$ cat src/rtl/genius_pkg.sv
// Shared definitions for the sequence-memory game datapath.
//   clog2()     : ceiling log2, used to size counters and the address bus
//   onehot()    : index (0..7) -> 8-bit one-hot play pattern
//   reduz_mod() : small modulo by repeated conditional subtraction
//   LFSR mask/default seed, timer length multipliers, LED source enum
package genius_pkg;

    localparam logic [15:0] LFSR_MASK         = 16'hB400;
    localparam logic [15:0] LFSR_SEED_DEFAULT = 16'hACE1;

    // Timer lengths in seconds (multiples of CLOCK_FREQ)
    localparam int MULT_DISPLAY     = 1;
    localparam int MULT_TEMPO_CURTO = 3;
    localparam int MULT_TEMPO_LONGO = 5;

    typedef enum logic [1:0] {
        LED_OFF = 2'd0,
        LED_MEM = 2'd1,
        LED_JOG = 2'd2
    } fonte_led_e;

    function automatic int clog2(input int valor);
        int r;
        r = 0;
        for (int i = 0; i < 31; i++) begin
            if ((1 << i) < valor) begin
                r = i + 1;
            end
        end
        return r;
    endfunction

    function automatic logic [7:0] onehot(input logic [2:0] k);
        return 8'b0000_0001 << k;
    endfunction

    // v (0..7) mod n for n in 2..8; three subtractions cover the n = 2 worst case
    function automatic logic [2:0] reduz_mod(input logic [2:0] v, input int n);
        logic [2:0] r;
        r = v;
        for (int i = 0; i < 3; i++) begin
            if (int'(r) >= n) begin
                r = r - 3'(n);
            end
        end
        return r;
    endfunction

endpackage

$ cat src/rtl/fluxo_dados_sequencia_n_if.sv
// Control/condition bundle between the game control FSM (master) and the
// datapath (slave). Master drives buttons, configuration and control strobes;
// slave returns the condition flags, LED drive and debug views.
interface fluxo_dados_sequencia_n_if #(
    parameter int N_BOTOES = 4,
    parameter int AW       = 4
);
    // control side -> datapath
    logic [N_BOTOES-1:0] botoes;
    logic                nivel_jogadas;
    logic                nivel_tempo;
    logic                modo_aleatorio;
    logic                registraN;
    logic                registraR;
    logic                zeraC;
    logic                contaC;
    logic                zeraCR;
    logic                contaCR;
    logic                zeraTM;
    logic                contaTM;
    logic                zeraTempo;
    logic                contaTempo;
    logic                gravaM;
    logic                gravaAleatorio;
    logic                ativa_leds_mem;
    logic                ativa_leds_jog;

    // datapath -> control side
    logic                jogada_feita;
    logic                jogada_valida;
    logic                jogada_correta;
    logic                enderecoIgualRodada;
    logic                fimC;
    logic                fimCR;
    logic                fimTM;
    logic                meioTM;
    logic                fimTempo;
    logic                meioTempo;
    logic                nivel_jogadas_reg;
    logic                nivel_tempo_reg;
    logic                modo_aleatorio_reg;
    logic [N_BOTOES-1:0] leds;
    logic [AW-1:0]       db_endereco;
    logic [AW-1:0]       db_rodada;
    logic [N_BOTOES-1:0] db_jogada;
    logic [N_BOTOES-1:0] db_memoria;

    modport master (
        output botoes, nivel_jogadas, nivel_tempo, modo_aleatorio,
               registraN, registraR, zeraC, contaC, zeraCR, contaCR,
               zeraTM, contaTM, zeraTempo, contaTempo, gravaM, gravaAleatorio,
               ativa_leds_mem, ativa_leds_jog,
        input  jogada_feita, jogada_valida, jogada_correta, enderecoIgualRodada,
               fimC, fimCR, fimTM, meioTM, fimTempo, meioTempo,
               nivel_jogadas_reg, nivel_tempo_reg, modo_aleatorio_reg,
               leds, db_endereco, db_rodada, db_jogada, db_memoria
    );

    modport slave (
        input  botoes, nivel_jogadas, nivel_tempo, modo_aleatorio,
               registraN, registraR, zeraC, contaC, zeraCR, contaCR,
               zeraTM, contaTM, zeraTempo, contaTempo, gravaM, gravaAleatorio,
               ativa_leds_mem, ativa_leds_jog,
        output jogada_feita, jogada_valida, jogada_correta, enderecoIgualRodada,
               fimC, fimCR, fimTM, meioTM, fimTempo, meioTempo,
               nivel_jogadas_reg, nivel_tempo_reg, modo_aleatorio_reg,
               leds, db_endereco, db_rodada, db_jogada, db_memoria
    );
endinterface

$ cat src/rtl/contador_m.sv
// Modulo counter with synchronous clear; the wrap point is a run-time input
// so the timeout timer can switch between lengths.
//   zera_i   : clear (priority over conta_i)
//   conta_i  : count enable; wraps to 0 after ultimo_i
//   ultimo_i : M-1,  metade_i : M/2
//   q_o, fim_o (q == M-1), meio_o (q == M/2)
module contador_m #(
    parameter int W = 4
) (
    input  logic         clock,
    input  logic         reset,
    input  logic         zera_i,
    input  logic         conta_i,
    input  logic [W-1:0] ultimo_i,
    input  logic [W-1:0] metade_i,
    output logic [W-1:0] q_o,
    output logic         fim_o,
    output logic         meio_o
);
    logic [W-1:0] q_q;
    logic [W-1:0] q_d;

    always_comb begin
        q_d = q_q;
        if (zera_i) begin
            q_d = '0;
        end else if (conta_i) begin
            // ">=" so a shortened modulus never leaves the count stranded above it
            q_d = (q_q >= ultimo_i) ? '0 : q_q + W'(1);
        end
    end

    always_ff @(posedge clock) begin
        if (reset) begin
            q_q <= '0;
        end else begin
            q_q <= q_d;
        end
    end

    assign q_o    = q_q;
    assign fim_o  = (q_q == ultimo_i);
    assign meio_o = (q_q == metade_i);
endmodule

$ cat src/rtl/gerador_lfsr.sv
// Free-running 16-bit Galois LFSR, shifting right every cycle.
//   clock, reset : clock / synchronous active-high reset (loads SEED)
//   estado_o     : current LFSR state
module gerador_lfsr #(
    parameter logic [15:0] SEED = 16'hACE1,
    parameter logic [15:0] MASK = 16'hB400
) (
    input  logic        clock,
    input  logic        reset,
    output logic [15:0] estado_o
);
    logic [15:0] estado_q;
    logic [15:0] estado_d;

    always_comb begin
        estado_d = {1'b0, estado_q[15:1]} ^ (estado_q[0] ? MASK : 16'h0000);
        // All-zero is a lock-up state for an XOR LFSR; recover from it
        if (estado_q == 16'h0000) begin
            estado_d = SEED;
        end
    end

    always_ff @(posedge clock) begin
        if (reset) begin
            estado_q <= SEED;
        end else begin
            estado_q <= estado_d;
        end
    end

    assign estado_o = estado_q;
endmodule

$ cat src/rtl/fluxo_dados_sequencia_n.sv
// Parametrised datapath for the sequence-memory game.
//   clock, reset : clock / synchronous active-high reset
//   bus (slave)  : control strobes and buttons in; condition flags, LEDs and
//                  debug views out
// Holds the sequence memory, configuration/play registers, press edge
// detector, address and round counters, display and timeout timers and a
// free-running LFSR used to generate random plays.
module fluxo_dados_sequencia_n
    import genius_pkg::*;
#(
    parameter int          N_BOTOES   = 4,
    parameter int          PROF       = 16,
    parameter int          CLOCK_FREQ = 5000,
    parameter logic [15:0] LFSR_SEED  = LFSR_SEED_DEFAULT
) (
    input  logic                    clock,
    input  logic                    reset,
    fluxo_dados_sequencia_n_if.slave bus
);
    localparam int AW      = clog2(PROF);
    localparam int M_TM    = CLOCK_FREQ * MULT_DISPLAY;
    localparam int M_CURTO = CLOCK_FREQ * MULT_TEMPO_CURTO;
    localparam int M_LONGO = CLOCK_FREQ * MULT_TEMPO_LONGO;
    localparam int TM_W    = clog2(M_TM + 1);
    localparam int TEMPO_W = clog2(M_LONGO + 1);

    logic                nivel_jogadas_q;
    logic                nivel_tempo_q;
    logic                modo_aleatorio_q;
    logic [N_BOTOES-1:0] jogada_q;
    logic                botao_prev_q;
    logic [AW-1:0]       rodada_q;
    logic [AW-1:0]       rodada_d;
    logic [AW-1:0]       limite_rodada;

    logic                alguma_tecla;
    logic                jogada_feita;
    logic [AW-1:0]       endereco;
    logic [15:0]         lfsr;
    logic [N_BOTOES-1:0] jogada_lfsr;
    logic [N_BOTOES-1:0] memoria;
    logic [N_BOTOES-1:0] dado_escrita;
    logic                escreve;
    logic [N_BOTOES-1:0] mem_palavras [PROF];

    logic [TEMPO_W-1:0]  tempo_ultimo;
    logic [TEMPO_W-1:0]  tempo_metade;
    logic [TM_W-1:0]     q_tm;
    logic [TEMPO_W-1:0]  q_tempo;
    logic                meio_endereco;
    logic                sinais_unused;
    fonte_led_e          fonte_led;

    // ---------------- press edge detector ----------------
    assign alguma_tecla = |bus.botoes;
    assign jogada_feita = alguma_tecla & ~botao_prev_q;

    // ---------------- LFSR and derived random play ----------------
    gerador_lfsr #(
        .SEED (LFSR_SEED),
        .MASK (LFSR_MASK)
    ) u_lfsr (
        .clock    (clock),
        .reset    (reset),
        .estado_o (lfsr)
    );

    assign jogada_lfsr = N_BOTOES'(onehot(reduz_mod(lfsr[2:0], N_BOTOES)));

    // ---------------- registers ----------------
    always_comb begin
        limite_rodada = nivel_jogadas_q ? AW'(PROF - 1) : AW'(PROF / 2 - 1);
        rodada_d      = rodada_q;
        if (bus.zeraCR) begin
            rodada_d = '0;
        end else if (bus.contaCR && (rodada_q < limite_rodada)) begin
            rodada_d = rodada_q + AW'(1);
        end
    end

    always_ff @(posedge clock) begin
        if (reset) begin
            nivel_jogadas_q  <= 1'b0;
            nivel_tempo_q    <= 1'b0;
            modo_aleatorio_q <= 1'b0;
            jogada_q         <= '0;
            botao_prev_q     <= 1'b0;
            rodada_q         <= '0;
        end else begin
            if (bus.registraN) begin
                nivel_jogadas_q  <= bus.nivel_jogadas;
                nivel_tempo_q    <= bus.nivel_tempo;
                modo_aleatorio_q <= bus.modo_aleatorio;
            end
            if (bus.registraR) begin
                jogada_q <= bus.botoes;
            end
            botao_prev_q <= alguma_tecla;
            rodada_q     <= rodada_d;
        end
    end

    // ---------------- counters and timers ----------------
    contador_m #(.W(AW)) u_cont_endereco (
        .clock    (clock),
        .reset    (reset),
        .zera_i   (bus.zeraC),
        .conta_i  (bus.contaC),
        .ultimo_i (AW'(PROF - 1)),
        .metade_i (AW'(PROF / 2)),
        .q_o      (endereco),
        .fim_o    (bus.fimC),
        .meio_o   (meio_endereco)
    );

    contador_m #(.W(TM_W)) u_timer_display (
        .clock    (clock),
        .reset    (reset),
        .zera_i   (bus.zeraTM),
        .conta_i  (bus.contaTM),
        .ultimo_i (TM_W'(M_TM - 1)),
        .metade_i (TM_W'(M_TM / 2)),
        .q_o      (q_tm),
        .fim_o    (bus.fimTM),
        .meio_o   (bus.meioTM)
    );

    assign tempo_ultimo = nivel_tempo_q ? TEMPO_W'(M_CURTO - 1) : TEMPO_W'(M_LONGO - 1);
    assign tempo_metade = nivel_tempo_q ? TEMPO_W'(M_CURTO / 2) : TEMPO_W'(M_LONGO / 2);

    // A new press restarts the timeout window; an explicit clear still wins
    contador_m #(.W(TEMPO_W)) u_timer_tempo (
        .clock    (clock),
        .reset    (reset),
        .zera_i   (bus.zeraTempo | jogada_feita),
        .conta_i  (bus.contaTempo),
        .ultimo_i (tempo_ultimo),
        .metade_i (tempo_metade),
        .q_o      (q_tempo),
        .fim_o    (bus.fimTempo),
        .meio_o   (bus.meioTempo)
    );

    // ---------------- sequence memory ----------------
    always_comb begin
        escreve      = 1'b0;
        dado_escrita = jogada_q;
        if (!reset) begin
            if (bus.gravaM) begin
                escreve      = 1'b1;
                dado_escrita = jogada_q;
            end else if (bus.gravaAleatorio && modo_aleatorio_q) begin
                escreve      = 1'b1;
                dado_escrita = jogada_lfsr;
            end
        end
    end

    // One register per word, power-up value one-hot(i mod N_BOTOES); reset
    // deliberately leaves the stored sequence alone.
    for (genvar gi = 0; gi < PROF; gi++) begin : g_mem
        logic [N_BOTOES-1:0] palavra_q = N_BOTOES'(onehot(3'(gi % N_BOTOES)));

        always_ff @(posedge clock) begin
            if (escreve && (endereco == AW'(gi))) begin
                palavra_q <= dado_escrita;
            end
        end

        assign mem_palavras[gi] = palavra_q;
    end

    assign memoria = mem_palavras[endereco];

    // ---------------- LED source ----------------
    always_comb begin
        fonte_led = LED_OFF;
        if (bus.ativa_leds_mem) begin
            fonte_led = LED_MEM;
        end else if (bus.ativa_leds_jog) begin
            fonte_led = LED_JOG;
        end
    end

    always_comb begin
        case (fonte_led)
            LED_MEM: bus.leds = memoria;
            LED_JOG: bus.leds = jogada_q;
            default: bus.leds = '0;
        endcase
    end

    // ---------------- condition / debug outputs ----------------
    assign bus.jogada_feita        = jogada_feita;
    assign bus.jogada_valida       = (jogada_q != '0) &&
                                     ((jogada_q & (jogada_q - N_BOTOES'(1))) == '0);
    assign bus.jogada_correta      = (memoria == jogada_q);
    assign bus.enderecoIgualRodada = (endereco == rodada_q);
    assign bus.fimCR               = (rodada_q == limite_rodada);
    assign bus.nivel_jogadas_reg   = nivel_jogadas_q;
    assign bus.nivel_tempo_reg     = nivel_tempo_q;
    assign bus.modo_aleatorio_reg  = modo_aleatorio_q;
    assign bus.db_endereco         = endereco;
    assign bus.db_rodada           = rodada_q;
    assign bus.db_jogada           = jogada_q;
    assign bus.db_memoria          = memoria;

    // Timer counts and upper LFSR bits are internal only
    assign sinais_unused = ^{lfsr[15:3], q_tm, q_tempo, meio_endereco};
endmodule
$ cat src/flat_wrapper.sv
// flat-port wrapper written by rule: the top's interface ports become plain ports
module fluxo_dados_sequencia_n_flat import genius_pkg::*;
#(
    parameter int          N_BOTOES   = 4,
    parameter int          PROF       = 16,
    parameter int          CLOCK_FREQ = 5000,
    parameter logic [15:0] LFSR_SEED  = LFSR_SEED_DEFAULT
)
  (clock, reset, bus_botoes, bus_nivel_jogadas, bus_nivel_tempo, bus_modo_aleatorio, bus_registraN, bus_registraR, bus_zeraC, bus_contaC, bus_zeraCR, bus_contaCR, bus_zeraTM, bus_contaTM, bus_zeraTempo, bus_contaTempo, bus_gravaM, bus_gravaAleatorio, bus_ativa_leds_mem, bus_ativa_leds_jog, bus_jogada_feita, bus_jogada_valida, bus_jogada_correta, bus_enderecoIgualRodada, bus_fimC, bus_fimCR, bus_fimTM, bus_meioTM, bus_fimTempo, bus_meioTempo, bus_nivel_jogadas_reg, bus_nivel_tempo_reg, bus_modo_aleatorio_reg, bus_leds, bus_db_endereco, bus_db_rodada, bus_db_jogada, bus_db_memoria);
  fluxo_dados_sequencia_n_if #(.N_BOTOES(N_BOTOES)) bus_i ();
  input  logic clock;
  input  logic reset;
  input wire logic [$bits(bus_i.botoes)-1:0] bus_botoes;
  input wire logic [$bits(bus_i.nivel_jogadas)-1:0] bus_nivel_jogadas;
  input wire logic [$bits(bus_i.nivel_tempo)-1:0] bus_nivel_tempo;
  input wire logic [$bits(bus_i.modo_aleatorio)-1:0] bus_modo_aleatorio;
  input wire logic [$bits(bus_i.registraN)-1:0] bus_registraN;
  input wire logic [$bits(bus_i.registraR)-1:0] bus_registraR;
  input wire logic [$bits(bus_i.zeraC)-1:0] bus_zeraC;
  input wire logic [$bits(bus_i.contaC)-1:0] bus_contaC;
  input wire logic [$bits(bus_i.zeraCR)-1:0] bus_zeraCR;
  input wire logic [$bits(bus_i.contaCR)-1:0] bus_contaCR;
  input wire logic [$bits(bus_i.zeraTM)-1:0] bus_zeraTM;
  input wire logic [$bits(bus_i.contaTM)-1:0] bus_contaTM;
  input wire logic [$bits(bus_i.zeraTempo)-1:0] bus_zeraTempo;
  input wire logic [$bits(bus_i.contaTempo)-1:0] bus_contaTempo;
  input wire logic [$bits(bus_i.gravaM)-1:0] bus_gravaM;
  input wire logic [$bits(bus_i.gravaAleatorio)-1:0] bus_gravaAleatorio;
  input wire logic [$bits(bus_i.ativa_leds_mem)-1:0] bus_ativa_leds_mem;
  input wire logic [$bits(bus_i.ativa_leds_jog)-1:0] bus_ativa_leds_jog;
  output wire logic [$bits(bus_i.jogada_feita)-1:0] bus_jogada_feita;
  output wire logic [$bits(bus_i.jogada_valida)-1:0] bus_jogada_valida;
  output wire logic [$bits(bus_i.jogada_correta)-1:0] bus_jogada_correta;
  output wire logic [$bits(bus_i.enderecoIgualRodada)-1:0] bus_enderecoIgualRodada;
  output wire logic [$bits(bus_i.fimC)-1:0] bus_fimC;
  output wire logic [$bits(bus_i.fimCR)-1:0] bus_fimCR;
  output wire logic [$bits(bus_i.fimTM)-1:0] bus_fimTM;
  output wire logic [$bits(bus_i.meioTM)-1:0] bus_meioTM;
  output wire logic [$bits(bus_i.fimTempo)-1:0] bus_fimTempo;
  output wire logic [$bits(bus_i.meioTempo)-1:0] bus_meioTempo;
  output wire logic [$bits(bus_i.nivel_jogadas_reg)-1:0] bus_nivel_jogadas_reg;
  output wire logic [$bits(bus_i.nivel_tempo_reg)-1:0] bus_nivel_tempo_reg;
  output wire logic [$bits(bus_i.modo_aleatorio_reg)-1:0] bus_modo_aleatorio_reg;
  output wire logic [$bits(bus_i.leds)-1:0] bus_leds;
  output wire logic [$bits(bus_i.db_endereco)-1:0] bus_db_endereco;
  output wire logic [$bits(bus_i.db_rodada)-1:0] bus_db_rodada;
  output wire logic [$bits(bus_i.db_jogada)-1:0] bus_db_jogada;
  output wire logic [$bits(bus_i.db_memoria)-1:0] bus_db_memoria;
  assign bus_i.botoes = bus_botoes;
  assign bus_i.nivel_jogadas = bus_nivel_jogadas;
  assign bus_i.nivel_tempo = bus_nivel_tempo;
  assign bus_i.modo_aleatorio = bus_modo_aleatorio;
  assign bus_i.registraN = bus_registraN;
  assign bus_i.registraR = bus_registraR;
  assign bus_i.zeraC = bus_zeraC;
  assign bus_i.contaC = bus_contaC;
  assign bus_i.zeraCR = bus_zeraCR;
  assign bus_i.contaCR = bus_contaCR;
  assign bus_i.zeraTM = bus_zeraTM;
  assign bus_i.contaTM = bus_contaTM;
  assign bus_i.zeraTempo = bus_zeraTempo;
  assign bus_i.contaTempo = bus_contaTempo;
  assign bus_i.gravaM = bus_gravaM;
  assign bus_i.gravaAleatorio = bus_gravaAleatorio;
  assign bus_i.ativa_leds_mem = bus_ativa_leds_mem;
  assign bus_i.ativa_leds_jog = bus_ativa_leds_jog;
  assign bus_jogada_feita = bus_i.jogada_feita;
  assign bus_jogada_valida = bus_i.jogada_valida;
  assign bus_jogada_correta = bus_i.jogada_correta;
  assign bus_enderecoIgualRodada = bus_i.enderecoIgualRodada;
  assign bus_fimC = bus_i.fimC;
  assign bus_fimCR = bus_i.fimCR;
  assign bus_fimTM = bus_i.fimTM;
  assign bus_meioTM = bus_i.meioTM;
  assign bus_fimTempo = bus_i.fimTempo;
  assign bus_meioTempo = bus_i.meioTempo;
  assign bus_nivel_jogadas_reg = bus_i.nivel_jogadas_reg;
  assign bus_nivel_tempo_reg = bus_i.nivel_tempo_reg;
  assign bus_modo_aleatorio_reg = bus_i.modo_aleatorio_reg;
  assign bus_leds = bus_i.leds;
  assign bus_db_endereco = bus_i.db_endereco;
  assign bus_db_rodada = bus_i.db_rodada;
  assign bus_db_jogada = bus_i.db_jogada;
  assign bus_db_memoria = bus_i.db_memoria;
  fluxo_dados_sequencia_n #(.N_BOTOES(N_BOTOES), .PROF(PROF), .CLOCK_FREQ(CLOCK_FREQ), .LFSR_SEED(LFSR_SEED)) u_core (.clock(clock), .reset(reset), .bus(bus_i));
endmodule
$ cat config.mk
export PLATFORM = sky130hd
export DESIGN_NAME = fluxo_dados_sequencia_n_flat
export DESIGN_NICKNAME = d
export VERILOG_FILES = /design/src/rtl/genius_pkg.sv /design/src/rtl/fluxo_dados_sequencia_n_if.sv /design/src/rtl/contador_m.sv /design/src/rtl/gerador_lfsr.sv /design/src/rtl/fluxo_dados_sequencia_n.sv /design/src/flat_wrapper.sv
export SDC_FILE = /design/constraint.sdc
export NUM_CORES = 1
export LEC_CHECK = 0
export ABC_CLOCK_PERIOD_IN_PS = 3000
export CAP_MARGIN = 20
export CORE_UTILIZATION = 35
export DETAILED_ROUTE_END_ITERATION = 10
export PLACE_DENSITY = 0.5
export SLEW_MARGIN = 15
export SYNTH_ARGS = -nofsm -noshare
export SYNTH_HDL_FRONTEND = slang
export SYNTH_HIERARCHICAL = 1
export SYNTH_SLANG_ARGS = --single-unit
$ cat constraint.sdc
create_clock -name clock -period 3 [get_ports clock]
set_clock_uncertainty 0.1 [all_clocks]
set_input_delay 0.6 -clock clock [delete_from_list [all_inputs] [get_ports clock]]
set_output_delay 0.6 -clock clock [all_outputs]
set_load 0.01 [all_outputs]
==> run metrics <==
status finished, violations left; failing checks negative setup slack; Ports 56; final hold violations 0; first-pass GRT wire length 24830 um; # diodes 0; CTS root buf clkbuf_16; # setup viols final 5; largest net degree at the start of global routing 27; MaxCap Viol Count 0; Slew HR 59.88%; post-route ant nets 0; Slew @ Worst Pin around 0.60 ns; Clock Sinks 124; Worst Hold Depth 1; min cycle time layout 3.241 ns; antenna violations before repair 0; max FFs per register 64; Layout fillers between 1500 and 2000; TritonCTS clock tree done; die area roughly 20000 um^2; vias per cell approximately 4.8; Reg clk slew, reported paths about 0.060 ns; Placement Setup Slack -0.3123 ns; Syn Inst Count 599; Top reg by flops u_core/g_mem.palavra_q; Min Hold Slack around 0.34 ns; fin worst setup slack -0.2414 ns; Startpoint Class flop; Worst EP arrival 2.54 ns; area grow syn2layout 27.59%; GR Overflow Total 0; PortBufs 55; Cell Area, Placed roughly 8000 um^2; leakage 3.362 nW; Iter 0 DRT Violations 192; placed insts 968; CP endpoint kind output pin; Starting Density 35.95%; final instance area 8667 um^2; WL final 15250 um; total number of vias 4801; Post-Syn Area per Cell approximately 11 um^2; cell internal pwr roughly 3.1 mW; DR pass1 iterations 5; share of layout cells above drive strength 1 19.73%; Clk pwr share 45.6%; mapped cell area 6793 um^2; Power, Total 4.054 mW; Sequential Power Share a little under half; nets@finish 797; RSZ-0062 raised after global routing true; fin cells 1010; Pwr Density ~470 nW/um^2; critical path type flop to output pin; die width 141.3 um; Gate power share slightly below 9%; Cell Rows 50; Crit Path Max Fanout 7; vias in the first global route 4698; hold endpoint u_core/u_lfsr/estado_o[6]; worst min path class flop to flop; gr usage total 16.26%; post-DR wirelength/cell 15.10 um; switching pwr 945.3 uW; Worst-Skew Late Latency ~0.41 ns; Hold Crit Start u_core/u_lfsr/estado_o[7]; final worst-path cycle share 108.0%; WP data required 2.30 ns; Worst R2R Setup Slack roughly 0.67 ns; Crit Reg-Reg Endpoint u_core/u_timer_tempo/q_o[14]; drc violations 0; R2R depth 8; synth warn 6; final slew viol count 0; Num CTS Buffers 17; HPWL Detailed 11340 um; worst r2r src u_core/bus.nivel_tempo_reg; total negative slack -0.6632 ns; Clock Path Buffers 2; core area 18890 um^2; H-tree levels 4; Post-Route Utilization a little under half; Sw Share 23.32%; FMAX between 0.3 and 0.4 GHz; gpl congestion 0.8081; VDD IR-drop max 0.4957 mV; Die Y approximately 140 um
==> layout make-up <==
| type | count | area, um^2 | area share, % |
|---|---|---|---|
| Tap cell | 260 | 325.3 | 3.753 |
| Clock buffer | 18 | 429.2 | 4.952 |
| Sequential cell | 124 | 3127 | 36.08 |
| Clock inverter | 14 | 103.9 | 1.198 |
| Inverter | 41 | 153.9 | 1.776 |
| Multi-Input combinational cell | 455 | 3613 | 41.69 |
| Timing Repair Buffer | 98 | 914.6 | 10.55 |
==> power by group through the flow <==
stage / Sequential [mW] / Clock, mW / Combinational [mW]
after floorplan: 1.87 / 0 / 0.199
after global placement: 1.88 / 0 / 0.345
after detailed placement: 1.88 / 0 / 0.352
after CTS: 1.84 / 1.90 / 0.358
after global routing: 1.85 / 1.97 / 0.397
final: 1.84 / 1.85 / 0.361
==> layout by cell type, fill, tap and decap left out, types with 14 or more instances in the layout <==
cell type / n
dfxtp_1: 59
nand2_1: 29
xnor2_1: 34
buf_4: 35
a21oi_1: 17
nor3_1: 16
mux2i_1: 16
clkdlybuf4s50_1: 42
conb_1: 46
edfxtp_1: 64
xor2_1: 30
inv_1: 40
or3_1: 14
nand4_1: 19
clkbuf_16: 17
ha_1: 37
nor2_1: 41
==> how the worst max path moves through the flow <==
stage / start / depth (start not counted) / slack [ns] / to
3_5_place_dp: u_core/u_cont_endereco/q_o[2] / 7 / -0.31 / bus_jogada_correta
5_1_grt: u_core/u_cont_endereco/q_o[2] / 7 / -0.37 / bus_jogada_correta
4_1_cts: u_core/u_cont_endereco/q_o[2] / 8 / -0.33 / bus_jogada_correta
3_3_place_gp: u_core/u_cont_endereco/q_o[2] / 7 / -0.31 / bus_jogada_correta
6_report: u_core/u_cont_endereco/q_o[2] / 7 / -0.24 / bus_jogada_correta
2_1_floorplan: u_core/u_cont_endereco/q_o[2] / 7 / 0.09 / bus_jogada_correta
==> critical path, cell delays in order, from the launching register on <==
cell and delay [ns]:
dfxtp_4 0.37, buf_12 0.13, mux4_1 0.55, mux4_2 0.53, xnor2_2 0.13, nand2_1 0.09, nor4_2 0.15, buf_2 0.18
==> layer usage <==
metal	vias to the layer above	wire length (um)	GRT usage, %
met5	-	0	0
met4	0	85	3.432
met3	10	465	3.982
met2	54	7739	27.88
met1	2319	6956	20.72
li1	2418	-	-
==> timing repair <==
action | 4_1_cts | 5_1_grt
hold buffers | 0 | 0
pin swaps | 5 | 3
gates cloned | 1 | 0
gates resized for setup | 62 | 9
setup endpoints to repair | 11 | 11
endpoints found under the hold margin | 0 | 0
buffers inserted | 8 | 3
(Power assumes the default switching activity.)
